File: config.mk
export PLATFORM = sky130hd
export DESIGN_NAME = uart_tx_framed_flat
export DESIGN_NICKNAME = d
export VERILOG_FILES = /design/src/rtl/uart_tx_framed_if.sv /design/src/rtl/uart_tx_framed.sv /design/src/flat_wrapper.sv
export SDC_FILE = /design/constraint.sdc
export NUM_CORES = 1
export LEC_CHECK = 0
export BUFFER_PORTS_ARGS = -buffer_cell sky130_fd_sc_hd__buf_2
export CELL_PAD_IN_SITES_DETAIL_PLACEMENT = 1
export CELL_PAD_IN_SITES_GLOBAL_PLACEMENT = 2
export CORE_ASPECT_RATIO = 0.8
export CORE_UTILIZATION = 36
export CTS_CLUSTER_SIZE = 28
export DETAILED_ROUTE_END_ITERATION = 8
export PLACE_DENSITY_LB_ADDON = 0.2
export SYNTH_ARGS = -nofsm -noshare
export SYNTH_HDL_FRONTEND = slang
export SYNTH_SLANG_ARGS = --single-unit
export TNS_END_PERCENT = 10
File: constraint.sdc
create_clock -name clk -period 2.69 [get_ports clk]
set_input_delay 0.538 -clock clk [delete_from_list [all_inputs] [get_ports clk]]
set_output_delay 0.538 -clock clk [all_outputs]
set_load 0.01 [all_outputs]
File: src/rtl/uart_tx_framed_if.sv
// Word handshake between a byte producer and the UART transmitter.
// The producer (master) offers s_data with s_valid; the transmitter (slave) answers with s_ready.
interface uart_tx_framed_if #(
    parameter int unsigned DATA_BITS = 8
);
    logic                 s_valid;
    logic [DATA_BITS-1:0] s_data;
    logic                 s_ready;

    modport master (
        output s_valid,
        output s_data,
        input  s_ready
    );

    modport slave (
        input  s_valid,
        input  s_data,
        output s_ready
    );
endinterface

File: src/rtl/uart_tx_framed.sv
// Framed UART transmitter: internal baud divider, optional parity, 1/2 stop bits,
// and a one-word holding register so that consecutive frames leave with no idle gap.
module uart_tx_framed #(
    parameter int unsigned DATA_BITS   = 8,
    parameter int unsigned STOP_BITS   = 1,
    parameter int unsigned PARITY_MODE = 0,
    parameter int unsigned CLK_FREQ    = 50000000,
    parameter int unsigned BAUD_RATE   = 9600
) (
    input  logic               clk,
    input  logic               reset,
    uart_tx_framed_if.slave    s_if,
    output logic               tx,
    output logic               busy,
    output logic               tx_done
);
    localparam int unsigned DIVISOR  = CLK_FREQ / BAUD_RATE;
    localparam int unsigned DIV_W    = (DIVISOR >= 2) ? $clog2(DIVISOR) : 1;
    localparam int unsigned BIT_W    = $clog2(10);

    if (DATA_BITS < 5 || DATA_BITS > 9) begin : g_bad_data_bits
        $error("uart_tx_framed: DATA_BITS must be 5..9");
    end
    if (STOP_BITS < 1 || STOP_BITS > 2) begin : g_bad_stop_bits
        $error("uart_tx_framed: STOP_BITS must be 1 or 2");
    end
    if (PARITY_MODE > 2) begin : g_bad_parity_mode
        $error("uart_tx_framed: PARITY_MODE must be 0, 1 or 2");
    end
    if (BAUD_RATE == 0 || DIVISOR < 2) begin : g_bad_divisor
        $error("uart_tx_framed: CLK_FREQ / BAUD_RATE must be >= 2");
    end

    typedef enum logic [2:0] {
        IDLE,
        START,
        DATA,
        PARITY,
        STOP
    } state_t;

    state_t               state_q,     state_d;
    logic                 tx_q,        tx_d;
    logic                 tx_done_q,   tx_done_d;
    logic                 hold_full_q, hold_full_d;
    logic [DATA_BITS-1:0] hold_q,      hold_d;
    logic [DATA_BITS-1:0] shift_q,     shift_d;
    logic                 parity_q,    parity_d;
    logic [DIV_W-1:0]     div_q,       div_d;
    logic [BIT_W-1:0]     bit_cnt_q,   bit_cnt_d;

    logic div_end;

    assign div_end    = (div_q == DIV_W'(DIVISOR - 1));
    assign s_if.s_ready = ~hold_full_q;
    assign tx         = tx_q;
    assign tx_done    = tx_done_q;
    assign busy       = (state_q != IDLE) || hold_full_q;

    always_comb begin
        state_d     = state_q;
        tx_d        = tx_q;
        tx_done_d   = 1'b0;
        hold_full_d = hold_full_q;
        hold_d      = hold_q;
        shift_d     = shift_q;
        parity_d    = parity_q;
        div_d       = div_end ? '0 : div_q + 1'b1;
        bit_cnt_d   = bit_cnt_q;

        // Loading and accepting are exclusive: a load needs hold_full, an accept needs it clear.
        if (s_if.s_valid && !hold_full_q) begin
            hold_d      = s_if.s_data;
            hold_full_d = 1'b1;
        end

        case (state_q)
            IDLE: begin
                div_d = '0;
                if (hold_full_q) begin
                    state_d     = START;
                    shift_d     = hold_q;
                    hold_full_d = 1'b0;
                    tx_d        = 1'b0;
                    parity_d    = (PARITY_MODE == 1) ? ^hold_q : ~^hold_q;
                end
            end
            START: begin
                if (div_end) begin
                    state_d   = DATA;
                    tx_d      = shift_q[0];
                    bit_cnt_d = '0;
                end
            end
            DATA: begin
                if (div_end) begin
                    if (bit_cnt_q == BIT_W'(DATA_BITS - 1)) begin
                        bit_cnt_d = '0;
                        if (PARITY_MODE != 0) begin
                            state_d = PARITY;
                            tx_d    = parity_q;
                        end else begin
                            state_d = STOP;
                            tx_d    = 1'b1;
                        end
                    end else begin
                        shift_d   = shift_q >> 1;
                        tx_d      = shift_q[1];
                        bit_cnt_d = bit_cnt_q + 1'b1;
                    end
                end
            end
            PARITY: begin
                if (div_end) begin
                    state_d   = STOP;
                    tx_d      = 1'b1;
                    bit_cnt_d = '0;
                end
            end
            STOP: begin
                if (div_end) begin
                    if (bit_cnt_q == BIT_W'(STOP_BITS - 1)) begin
                        tx_done_d = 1'b1;
                        bit_cnt_d = '0;
                        // A waiting word starts on this same edge, giving zero idle cycles.
                        if (hold_full_q) begin
                            state_d     = START;
                            shift_d     = hold_q;
                            hold_full_d = 1'b0;
                            tx_d        = 1'b0;
                            div_d       = '0;
                            parity_d    = (PARITY_MODE == 1) ? ^hold_q : ~^hold_q;
                        end else begin
                            state_d = IDLE;
                            tx_d    = 1'b1;
                        end
                    end else begin
                        bit_cnt_d = bit_cnt_q + 1'b1;
                    end
                end
            end
            default: begin
                state_d = IDLE;
                tx_d    = 1'b1;
            end
        endcase
    end

    always_ff @(posedge clk) begin
        if (reset) begin
            state_q     <= IDLE;
            tx_q        <= 1'b1;
            tx_done_q   <= 1'b0;
            hold_full_q <= 1'b0;
            hold_q      <= '0;
            shift_q     <= '0;
            parity_q    <= 1'b0;
            div_q       <= '0;
            bit_cnt_q   <= '0;
        end else begin
            state_q     <= state_d;
            tx_q        <= tx_d;
            tx_done_q   <= tx_done_d;
            hold_full_q <= hold_full_d;
            hold_q      <= hold_d;
            shift_q     <= shift_d;
            parity_q    <= parity_d;
            div_q       <= div_d;
            bit_cnt_q   <= bit_cnt_d;
        end
    end
endmodule

File: src/flat_wrapper.sv
// flat-port wrapper written by rule: the top's interface ports become plain ports
module uart_tx_framed_flat 
#(
    parameter int unsigned DATA_BITS   = 8,
    parameter int unsigned STOP_BITS   = 1,
    parameter int unsigned PARITY_MODE = 0,
    parameter int unsigned CLK_FREQ    = 50000000,
    parameter int unsigned BAUD_RATE   = 9600
)
  (clk, reset, tx, busy, tx_done, s_if_s_valid, s_if_s_data, s_if_s_ready);
  uart_tx_framed_if #(.DATA_BITS(DATA_BITS)) s_if_i ();
  input  logic clk;
  input  logic reset;
  output logic tx;
  output logic busy;
  output logic tx_done;
  input wire logic [$bits(s_if_i.s_valid)-1:0] s_if_s_valid;
  input wire logic [$bits(s_if_i.s_data)-1:0] s_if_s_data;
  output wire logic [$bits(s_if_i.s_ready)-1:0] s_if_s_ready;
  assign s_if_i.s_valid = s_if_s_valid;
  assign s_if_i.s_data = s_if_s_data;
  assign s_if_s_ready = s_if_i.s_ready;
  uart_tx_framed #(.DATA_BITS(DATA_BITS), .STOP_BITS(STOP_BITS), .PARITY_MODE(PARITY_MODE), .CLK_FREQ(CLK_FREQ), .BAUD_RATE(BAUD_RATE)) u_core (.clk(clk), .reset(reset), .s_if(s_if_i), .tx(tx), .busy(busy), .tx_done(tx_done));
endmodule
==> results of run 1 <==
==> per-stage QoR <==
step	cells	power, W	hold WS, ps	util [%]	cell area [um^2]
floorplan	225	0.00108	433	-	1920
global placement	292	0.00118	447	40.0	2030
detailed placement	292	0.00119	451	40.0	2030
CTS	300	0.00160	460	41.7	2110
global route	300	0.00167	473	41.7	2110
finish	300	0.00157	459	41.7	2110
==> worst paths after layout <==
check / startpoint / end / slack (ps)
setup / recovery: u_core.state_q[0] / busy / 370
hold / removal: u_core.hold_q[5] / u_core.hold_q[5] / 460
setup reg to reg: u_core.div_q[0] / u_core.shift_q[6] / 430
hold reg to reg: u_core.hold_q[5] / u_core.hold_q[5] / 460
==> synthesized netlist by cell type, drive strengths merged, types with 2 or more instances <==
library cell / number
a211o: 3
a21oi: 14
a22oi: 2
a311oi: 8
a31oi: 2
buf: 4
clkbuf: 6
dfxtp: 39
ha: 3
inv: 11
nand2: 37
nand2b: 4
nand3: 8
nand3b: 2
nand4: 3
nor2: 29
nor2b: 2
nor3: 4
nor3b: 3
o2111ai: 3
o21ai: 9
or3: 3
or3b: 2
xnor2: 5
xor2: 5
==> power by group through the flow <==
| stage | clock network [W] | registers, W | logic [W] |
|---|---|---|---|
| 3_5_place_dp | 0 | 0.000748 | 0.000442 |
| 3_3_place_gp | 0 | 0.000747 | 0.000429 |
| 2_1_floorplan | 0 | 0.000702 | 0.000381 |
| 5_1_grt | 0.000434 | 0.000748 | 0.000490 |
| 4_1_cts | 0.000419 | 0.000735 | 0.000442 |
| 6_report | 0.000399 | 0.000735 | 0.000436 |
==> cell families after synthesis <==
group	synth area share, %
compound gates	20.3
xor+xnor	4.56
fa+ha+maj	1.95
buf+inv	4.75
flops	40.6
simple gates	27.8
==> cell usage in the layout (no fill, tap or decap), types with 3 or more instances in the layout <==
cell type  instances
a311oi_1           6
nand3_1            8
nand2b_1           4
nand4_1            3
a21oi_1           14
dfxtp_1           39
nand2_1           37
a211o_1            3
o21ai_0            9
nor3_1             4
xor2_1             5
ha_1               3
clkbuf_8           5
xnor2_1            5
or3_1              3
buf_2             14
inv_1             11
nor2_1            27
==> per-layer routing <==
metal | vias up | global-route usage (%) | routed length [um] | part of all wire, %
li1 | 814 | - | - | -
met1 | 767 | 23.7 | 2370 | 53
met2 | 22 | 27.2 | 1920 | 43
met3 | 8 | 4.03 | 146 | 3.2
met4 | 0 | 6.99 | 68 | 1.5
met5 | - | 0 | 0 | 0
==> state kept, by name, indices dropped and copies added, names as in the netlist <==
signal              count
u_core.div_q           13
u_core.hold_q           8
u_core.shift_q          8
u_core.bit_cnt_q        4
u_core.state_q          3
u_core.hold_full_q      1
u_core.tx               1
u_core.tx_done          1
==> final cells by class <==
| class | instances | area [um^2] |
|---|---|---|
| tap | 62 | 77.6 |
| inverter | 11 | 41.3 |
| clock buffer | 6 | 72.6 |
| multi-input combinational | 165 | 1050 |
| sequential | 39 | 781 |
| timing repair buffer | 15 | 77.6 |
| fill | 601 | 2950 |
| clock inverter | 2 | 12.5 |
==> critical path, delay by kind of cell, from the launching register on <==
family | cells | cell delay (ps)
buffers and inverters | 2 | 210
and+or+nand+nor | 2 | 760
DFF | 1 | 510
==> results.txt, run 1 <==
----------------------------------------------------
[Power and ir drop]
  Reported leakage power ... ~0.7 nW
  Largest voltage drop on the vdd net ... 0.267 mV
  Power Internal ... 0.00100 W
  Net switching power figure ... roughly 0.00057 W
  Switching portion of total power ... a little over a third
  Combinational share of power ... ~28%
  Part of the power in registers ... 46.8%
  Power density over cell area ... 743 nW/um^2
  Clock Power Share ... 25.4%

[CTS]
  Maximum count of clock buffers along a single path ... 2
  Buffer cell driving the clock tree root ... clkbuf_8
  Depth of the CTS H-tree ... 2
  Clock tree from TritonCTS ... done
  Number of instances resized during post-cts repair ... 0
  Insertion delay to the later sink of the worst-skew pair ... roughly 300 ps
  Number of clock sinks seen by CTS ... 39
  Number of post-CTS setup repair buffers ... 0
  Clk slew on worst S/H paths ... roughly 80 ps
  Hold bufs inserted after CTS ... 0
  Total CTS buffers ... 5

[Status]
  Run status ... finished, final reports clean

[Die]
  Placeable core region ... slightly above 5000 um^2
  Top-level I/O count ... 15
  Starting Density ... between 30% and 40%
  Die Ht ... between 60 and 70 um
  Chip Width ... 83.7 um
  Rows ... 23
  Overall die area ... around 5600 um^2

[Timing]
  Final setup fails ... 0
  Number of failing hold endpoints at the final stage ... 0
  Minimum period implied by the final worst setup slack ... 2320 ps
  Sum of negative setup slack ... 0 ps
  RSZ-0062 raised after global routing ... no
  Actual slew at the worst max-slew pin ... a little under 700 ps
  Maximum clock frequency ... 0.431 GHz
  Final critical-path setup slack ... 370 ps
  Worst setup skew after layout ... 4.31 ps
  Max-slew violation total from the final report ... 0
  Final cycle utilization of the critical path ... a little under nine tenths
  Relative max-transition margin ... 54.8%

[Critical path]
  Required time of the critical path ... approximately 2200 ps
  Ordered cell list for the critical path ... or3_1, nor2_1, inv_1, buf_2
  Launching element type of the critical path ... flip-flop
  Worst Path Class, Setup ... reg2out
  Worst Path Max Fanout ... 17
  Worst Path Arrival ... around 1800 ps
  Longest individual stage delay on the worst path ... 510 ps
  Endpoint type of the worst setup path ... output port
  Critical-path top delay cell ... dfxtp_1
  Worst r2r path cells ... 6

[Synthesis]
  Largest area contributor in the synthesized netlist ... dfxtp_1
  Total of flip-flops plus latches after synthesis ... 39
  Mean post-synth cell area ... between 8 and 9 um^2
  Synthesized area ... approximately 1900 um^2
  Yosys warnings ... 0
  Async set or reset register ratio after synthesis ... 0%
  Number of flops mapped to enable cells by yosys ... 0
  Sequential share of the synthesized area ... approximately two fifths
  Syn_nets ... around 240
  Ranking of synthesized cells by area ... dfxtp_1 41%, nand2_1 7.2%, nor2_1 5.3%, a21oi_1 3.6%, a311oi_1 2.7%
  Share of the synthesized area in the top cell type ... 40.6%
  Syn Inst Count ... 225
  Netlist cell types ... 50
  Flip-flop cell with the highest count after synthesis ... dfxtp_1

[Routing]
  Total wire length after detailed routing ... around 4500 um
  Pre-Repair DR Iteration Count ... 4
  Via count ... about 1,600
  DRT antenna net count ... 0
  Post-DR vias/cell ... roughly 5.4
  DR DRC count ... 0
  Routed WL per cell ... approximately 15 um
  Initial drt markers ... 47

[Run]
  Max-cap violations ... 0

[Hold path]
  Worst Hold Class ... reg2reg
  Worst hold path depth ... 2

[Place]
  Number of port buffers ... 14
  Detailed placement HPWL ... ~3200 um
  Final weighted congestion of routability-driven global placement ... 0.724
  Dpl ws ... ~450 ps

[Finish]
  Antenna Diode Count ... 0
  Relative area change from synthesis to final layout ... 9.90%
  NumNets Final ... around 250
  Share of post-route cells with drive strength above 1 ... between 10% and 20%

[GRT]
  Total routing resource utilization after global routing ... between 10% and 20%
  Congestion Overflow GR ... 0
  Vias in the first global route ... roughly 1,600
  Initial antenna violation count ... 0
  Largest net degree at the start of global routing ... 30
  First-pass GRT wire length ... between 7000 and 8000 um

----------------------------------------------------
(Power assumes the default switching activity.)
==> run 2, diff against run 1 <==
--- a/config.mk
+++ b/config.mk
@@ -12,7 +12,7 @@
 export CORE_UTILIZATION = 36
 export CTS_CLUSTER_SIZE = 28
 export DETAILED_ROUTE_END_ITERATION = 8
-export PLACE_DENSITY_LB_ADDON = 0.2
+export PLACE_DENSITY_LB_ADDON = 0.15
 export SYNTH_ARGS = -nofsm -noshare
 export SYNTH_HDL_FRONTEND = slang
 export SYNTH_SLANG_ARGS = --single-unit
==> run 2 against run 1 <==
Non-clock buffer count fell by 1. Wire length rose by 3.4%. Total power fell by 0.69%. Global-route usage rose by 0.068 points. Die area did not move.
==> results.txt, run 2 (synthesis gave the netlist of run 1 again) <==
----------------------------------------------------
[Finish]
  NumNets Final ... 250 (-0.40%)
  Total area of multi-input combinational cells ... 1050 um^2 (unchanged)
  Antenna Diode Count ... 0 (unchanged)
  Max FFs per register ... 13 (unchanged)
  Largest regs ... u_core.div_q (13), u_core.hold_q (8), u_core.shift_q (8)
  Commonest non-fill, non-tap cell in the layout ... dfxtp_1
  Register cell area after layout ... 781 um^2 (unchanged)
  Most flops, register ... u_core.div_q
  Final non-filler cell total ... 298 (-0.67%)
  Share of post-route cells with drive strength above 1 ... 14.8% (-0.30 points)
  # fillers ... 609 (+1.3%)
  Relative area change from synthesis to final layout ... 9.38%
  Commonest cells after routing, fill and taps aside ... 39 x dfxtp_1, 37 x nand2_1, 27 x nor2_1, 14 x a21oi_1, 14 x buf_2

[Critical path]
  Worst Path Class, Setup ... reg2out
  Required time of the critical path ... 2150 ps (about the same)
  Worst Path Max Fanout ... 17 (unchanged)
  Worst reg2reg path endpoint ... u_core.shift_q[6]
  Worst Path Arrival ... 1720 ps (-60 ps)
  Worst r2r path cells ... 6 (unchanged)
  Longest individual stage delay on the worst path ... 510 ps (about the same)
  Endpoint type of the worst setup path ... output port
  Launching element type of the critical path ... flip-flop
  Ordered cell list for the critical path ... or3_1, nor2_1, inv_1, buf_2
  Reg-to-reg critical path startpoint ... u_core.div_q[0]
  Critical-path top delay cell ... dfxtp_1
  R2R setup slack ... 490 ps (+60 ps)

[Timing]
  Relative max-transition margin ... 53.2% (-1.6 points)
  Final cycle utilization of the critical path ... 84.1% (-2.1 points)
  Final critical-path setup slack ... 428 ps (+57.1 ps)
  RSZ-0062 raised after global routing ... no
  Worst setup skew after layout ... 6.90 ps (+2.59 ps)
  Maximum clock frequency ... 0.442 GHz (+2.5%)
  Max-slew violation total from the final report ... 0 (unchanged)
  Minimum period implied by the final worst setup slack ... 2260 ps (-57.1 ps)
  Actual slew at the worst max-slew pin ... 701 ps (+24.1 ps)
  Number of failing hold endpoints at the final stage ... 0 (unchanged)
  Sum of negative setup slack ... 0 ps (unchanged)
  Final setup fails ... 0 (unchanged)

[Hold path]
  Launch point of the worst hold path ... u_core.hold_q[6]
  End point of the worst hold path ... u_core.hold_q[6]
  Worst hold path depth ... 2 (unchanged)
  Worst Hold Class ... reg2reg

[Routing]
  Via count ... 1,607 (-0.25%)
  Routed WL per cell ... 15.6 um (+4.1%)
  Post-DR vias/cell ... 5.39 (+0.42%)
  Pre-Repair DR Iteration Count ... 4 (unchanged)
  Initial drt markers ... 48 (+2.1%)
  Total wire length after detailed routing ... 4650 um (+3.4%)
  DRT antenna net count ... 0 (unchanged)
  DR DRC count ... 0 (unchanged)

[CTS]
  Clk slew on worst S/H paths ... 80 ps (about the same)
  Number of clock sinks seen by CTS ... 39 (unchanged)
  Depth of the CTS H-tree ... 2 (unchanged)
  Number of instances resized during post-cts repair ... 0 (unchanged)
  Total CTS buffers ... 5 (unchanged)
  Clock tree from TritonCTS ... done
  Hold bufs inserted after CTS ... 0 (unchanged)
  Insertion delay to the later sink of the worst-skew pair ... 290 ps (about the same)
  Maximum count of clock buffers along a single path ... 2 (unchanged)
  Number of post-CTS setup repair buffers ... 0 (unchanged)
  Buffer cell driving the clock tree root ... clkbuf_8

[GRT]
  Initial antenna violation count ... 0 (unchanged)
  Total routing resource utilization after global routing ... 17.6% (+0.068 points)
  First-pass GRT wire length ... 7710 um (+0.72%)
  Congestion Overflow GR ... 0 (unchanged)
  Largest net degree at the start of global routing ... 30 (unchanged)
  Vias in the first global route ... 1,607 (+3.3%)

[Place]
  Number of port buffers ... 14 (unchanged)
  Final weighted congestion of routability-driven global placement ... 0.750 (+3.5%)
  Detailed placement HPWL ... 3440 um (+6.6%)
  Dpl ws ... 499 ps (+44.6 ps)
  Cell count after placement ... 291 (-0.34%)

[Run]
  Max-cap violations ... 0 (unchanged)

[Die]
  Die Ht ... 67.4 um (unchanged)
  Chip Width ... 83.7 um (unchanged)
  Starting Density ... 37.9% (unchanged)
  Rows ... 23 (unchanged)
  Placeable core region ... 5060 um^2 (unchanged)
  Overall die area ... 5640 um^2 (unchanged)
  Top-level I/O count ... 15 (unchanged)

[Power and ir drop]
  Power density over cell area ... 742 nW/um^2 (-0.22%)
  Largest voltage drop on the vdd net ... 0.299 mV (+12%)
  Reported leakage power ... 0.700 nW (-0.20%)

[Status]
  Run status ... finished, final reports clean

----------------------------------------------------
## run 2: cell types whose count changed in the layout (fill, tap and decap cells not counted)
cell        change
clkinv_4        +1
clkbuf_1        -1
clkinvlp_4      -1
buf_4           -1
## run 2: area by class of cell
class / instances / area share [%]
Sequential cell: 39 / 37.1
Multi-Input combinational cell: 165 / 49.9
Inverter: 11 / 1.96
Clock inverter: 2 / 0.655
Timing Repair Buffer: 14 / 3.33
Tap cell: 62 / 3.69
Clock buffer: 5 / 3.27
## run 2: worst max path at each step
stage,startpoint,to,cells past startpoint
global placement,u_core.div_q[0],u_core.tx,6
global route,u_core.div_q[0],u_core.shift_q[6],6
CTS,u_core.state_q[0],busy,4
detailed placement,u_core.div_q[0],u_core.shift_q[6],6
finish,u_core.state_q[0],busy,4
floorplan,u_core.div_q[0],u_core.tx,6
## run 2: layer usage
metal / GRT usage (%) / vias to the layer above / wire, um
met1: 23.2 / 770 / 2460
met2: 28.8 / 19 / 2010
li1: - / 813 / -
met4: 6.36 / 0 / 57
met3: 3.79 / 5 / 125
met5: 0 / - / 0
## run 2: power breakdown
part	internal [W]	switching (W)	leakage, nW
combinational	0.000170	0.000267	0.338
sequential	0.000649	0.0000872	0.317
clock	0.000177	0.000209	0.0440
## run 2: worst max-delay path, delay by kind of cell, from the launching register on
family / cells / cell delay (ps)
buffers and inverters: 2 / 210
DFF: 1 / 510
and+or+nand+nor: 2 / 720
## run 2: metrics by stage
stage,hold WS (ps),instance area [um^2],power (W),utilization (%)
floorplan,433,1920,0.00108,-
global placement,456,2020,0.00117,39.9
finish,461,2100,0.00156,41.5
global route,481,2100,0.00166,41.5
detailed placement,451,2020,0.00119,39.9
CTS,464,2100,0.00157,41.5
==> run 3, diff against run 2 <==
==> constraint.sdc (replaced) <==
create_clock -name clk -period 2.2 [get_ports clk]
set_input_delay 0.44 -clock clk [delete_from_list [all_inputs] [get_ports clk]]
set_output_delay 0.44 -clock clk [all_outputs]
set_load 0.01 [all_outputs]
==> run 3 against run 2 <==
Total power up 37%. Wire length increased by 3.9%. Setup slack lost 300 ps. First-iteration DRC count fell by 19%. Non-clock buffer count rose by 10. Sequential power increased by 19%. Critical path type is now reg2reg. Critical endpoint is now u_core.tx. Highest routed layer unchanged.
==> results.txt, run 3 (synthesis gave the netlist of run 1 again) <==
----------------------------------------------------
[Die]
  Placeable core region ... 5060 um^2 (unchanged)
  Die Ht ... 67.4 um (unchanged)
  Rows ... 23 (unchanged)
  Top-level I/O count ... 15 (unchanged)
  Starting Density ... 37.9% (unchanged)
  Chip Width ... 83.7 um (unchanged)
  Overall die area ... 5640 um^2 (unchanged)

[Power and ir drop]
  Largest voltage drop on the vdd net ... 0.418 mV (+40%)
  Reported leakage power ... 0.770 nW (+10%)
  Power density over cell area ... 960 nW/um^2 (+29%)

[Critical path]
  R2R setup slack ... 130 ps (-360 ps)
  Endpoint type of the worst setup path ... flip-flop
  Worst Path Class, Setup ... reg2reg
  Worst Path Max Fanout ... 7 (-10)
  Worst Path Arrival ... 2260 ps (+540 ps)
  Required time of the critical path ... 2390 ps (+240 ps)
  Reg-to-reg critical path startpoint ... u_core.div_q[0]
  Worst reg2reg path endpoint ... u_core.tx
  Critical-path top delay cell ... dfxtp_1
  Longest individual stage delay on the worst path ... 410 ps (-100 ps)
  Worst r2r path cells ... 7 (+1)
  Buffers plus inverters on the worst setup path ... 1 (-1)
  Ordered cell list for the critical path ... ha_1, and4b_1, a311oi_1, buf_4, a211oi_4, nor2b_1, a211o_1
  Launching element type of the critical path ... flip-flop
  Category of cells accounting for the largest share of critical-path delay ... compound AO/OA/AOI/OAI gates

[Finish]
  Register cell area after layout ... 781 um^2 (unchanged)
  Total area of multi-input combinational cells ... 1050 um^2 (+0.48%)
  Antenna Diode Count ... 0 (unchanged)
  Final Cell Area ... 2230 um^2 (+6.0%)
  # fillers ... 606 (-0.49%)
  Commonest cells after routing, fill and taps aside ... 39 x dfxtp_1, 37 x nand2_1, 27 x nor2_1, 14 x a21oi_1, 14 x buf_2
  Share of post-route cells with drive strength above 1 ... 19.0% (+4.2 points)
  Max FFs per register ... 13 (unchanged)
  NumNets Final ... 260 (+4.0%)
  Relative area change from synthesis to final layout ... 16.0%
  Commonest non-fill, non-tap cell in the layout ... dfxtp_1
  Most flops, register ... u_core.div_q
  Largest regs ... u_core.div_q (13), u_core.hold_q (8), u_core.shift_q (8)

[Routing]
  Total wire length after detailed routing ... 4840 um (+3.9%)
  Pre-Repair DR Iteration Count ... 4 (unchanged)
  Routed WL per cell ... 15.6 um (+0.21%)
  Via count ... 1,652 (+2.8%)
  Initial drt markers ... 39 (-19%)
  DR DRC count ... 0 (unchanged)
  Post-DR vias/cell ... 5.35 (-0.86%)
  DRT antenna net count ... 0 (unchanged)

[Hold path]
  End point of the worst hold path ... u_core.hold_q[7]
  Worst hold path depth ... 3 (+1)
  Launch point of the worst hold path ... s_if_s_data[7]
  Worst Hold Class ... in2reg

[CTS]
  Buffer cell driving the clock tree root ... clkbuf_8
  Clock tree from TritonCTS ... done
  Clk slew on worst S/H paths ... 80 ps (about the same)
  Maximum count of clock buffers along a single path ... 2 (unchanged)
  Insertion delay to the later sink of the worst-skew pair ... 300 ps (about the same)
  Number of clock sinks seen by CTS ... 39 (unchanged)
  Total CTS buffers ... 5 (unchanged)
  Depth of the CTS H-tree ... 2 (unchanged)

[GRT]
  Congestion Overflow GR ... 0 (unchanged)
  Vias in the first global route ... 1,671 (+4.0%)
  Total routing resource utilization after global routing ... 18.4% (+0.83 points)
  Largest net degree at the start of global routing ... 30 (unchanged)
  Initial antenna violation count ... 0 (unchanged)
  First-pass GRT wire length ... 8050 um (+4.4%)

[Place]
  Final weighted congestion of routability-driven global placement ... 0.743 (-0.91%)
  Number of port buffers ... 14 (unchanged)
  Cell area after placement ... 2110 um^2 (+4.3%)
  Detailed placement HPWL ... 3590 um (+4.4%)

[Timing]
  Relative max-transition margin ... 56.5% (+3.3 points)
  Number of failing hold endpoints at the final stage ... 0 (unchanged)
  Final setup fails ... 0 (unchanged)
  Sum of negative setup slack ... 0 ps (unchanged)
  RSZ-0062 raised after global routing ... no
  Worst setup skew after layout ... 6.64 ps (-0.260 ps)
  Maximum clock frequency ... 0.482 GHz
  Actual slew at the worst max-slew pin ... 652 ps (-49.5 ps)
  Max-slew violation total from the final report ... 0 (unchanged)
  Minimum period implied by the final worst setup slack ... 2070 ps
  Final cycle utilization of the critical path ... 94.2%

[Run]
  Max-cap violations ... 0 (unchanged)

[Status]
  Run status ... finished, final reports clean

----------------------------------------------------
==> run 3: through the flow <==
stage	cells	setup WS (ps)	utilization, %	hold WS, ps	power [W]
after floorplan	225	329	-	433	0.00132
after global placement	301	277	41.6	449	0.00151
after detailed placement	301	170	41.6	450	0.00153
after CTS	309	105	43.9	363	0.00216
after global routing	309	34.7	44.0	377	0.00226
final	309	127	44.0	370	0.00214
==> run 3: how the worst max path moves through the flow <==
stage                        startpoint   endpoint  slack [ps]  cells past startpoint
floorplan               u_core.div_q[0]  u_core.tx         330                      6
global placement        u_core.div_q[0]  u_core.tx         280                      7
detailed placement      u_core.div_q[0]  u_core.tx         170                      7
CTS                 u_core.bit_cnt_q[0]  u_core.tx         110                      7
global route            u_core.div_q[0]  u_core.tx          30                      7
finish                  u_core.div_q[0]  u_core.tx         130                      7
==> run 3: tightest hold or removal path: cells and delay by family <==
kind | cells | cell delay, ps
compound gates | 1 | 50
buf+inv | 1 | 100
simple gates | 1 | 40
==> run 3: layout make-up <==
class | instances | area share [%]
Multi-Input combinational cell | 165 | 47.3
Sequential cell | 39 | 35.0
Timing Repair Buffer | 24 | 7.07
Tap cell | 62 | 3.48
Clock buffer | 5 | 3.09
Clock inverter | 3 | 2.13
Inverter | 11 | 1.85
==> run 3: timing repair <==
item / CTS / global route
setup buffers: 0 / 0
resized for setup: 0 / 1
endpoints found under the setup margin: 0 / 1
hold buffers: 0 / 0
==> run 3: layer usage <==
layer	routed length [um]	track usage [%]
met5	0	0
met4	59	6.99
met3	102	4.03
met2	2350	31.5
met1	2320	23.1
==> run 3: where the power goes <==
group | leakage (nW) | internal [W] | switching [W]
sequential | 0.317 | 0.000794 | 0.0000836
combinational | 0.394 | 0.000273 | 0.000362
clock | 0.0587 | 0.000344 | 0.000283
total | 0.770 | 0.00141 | 0.000728
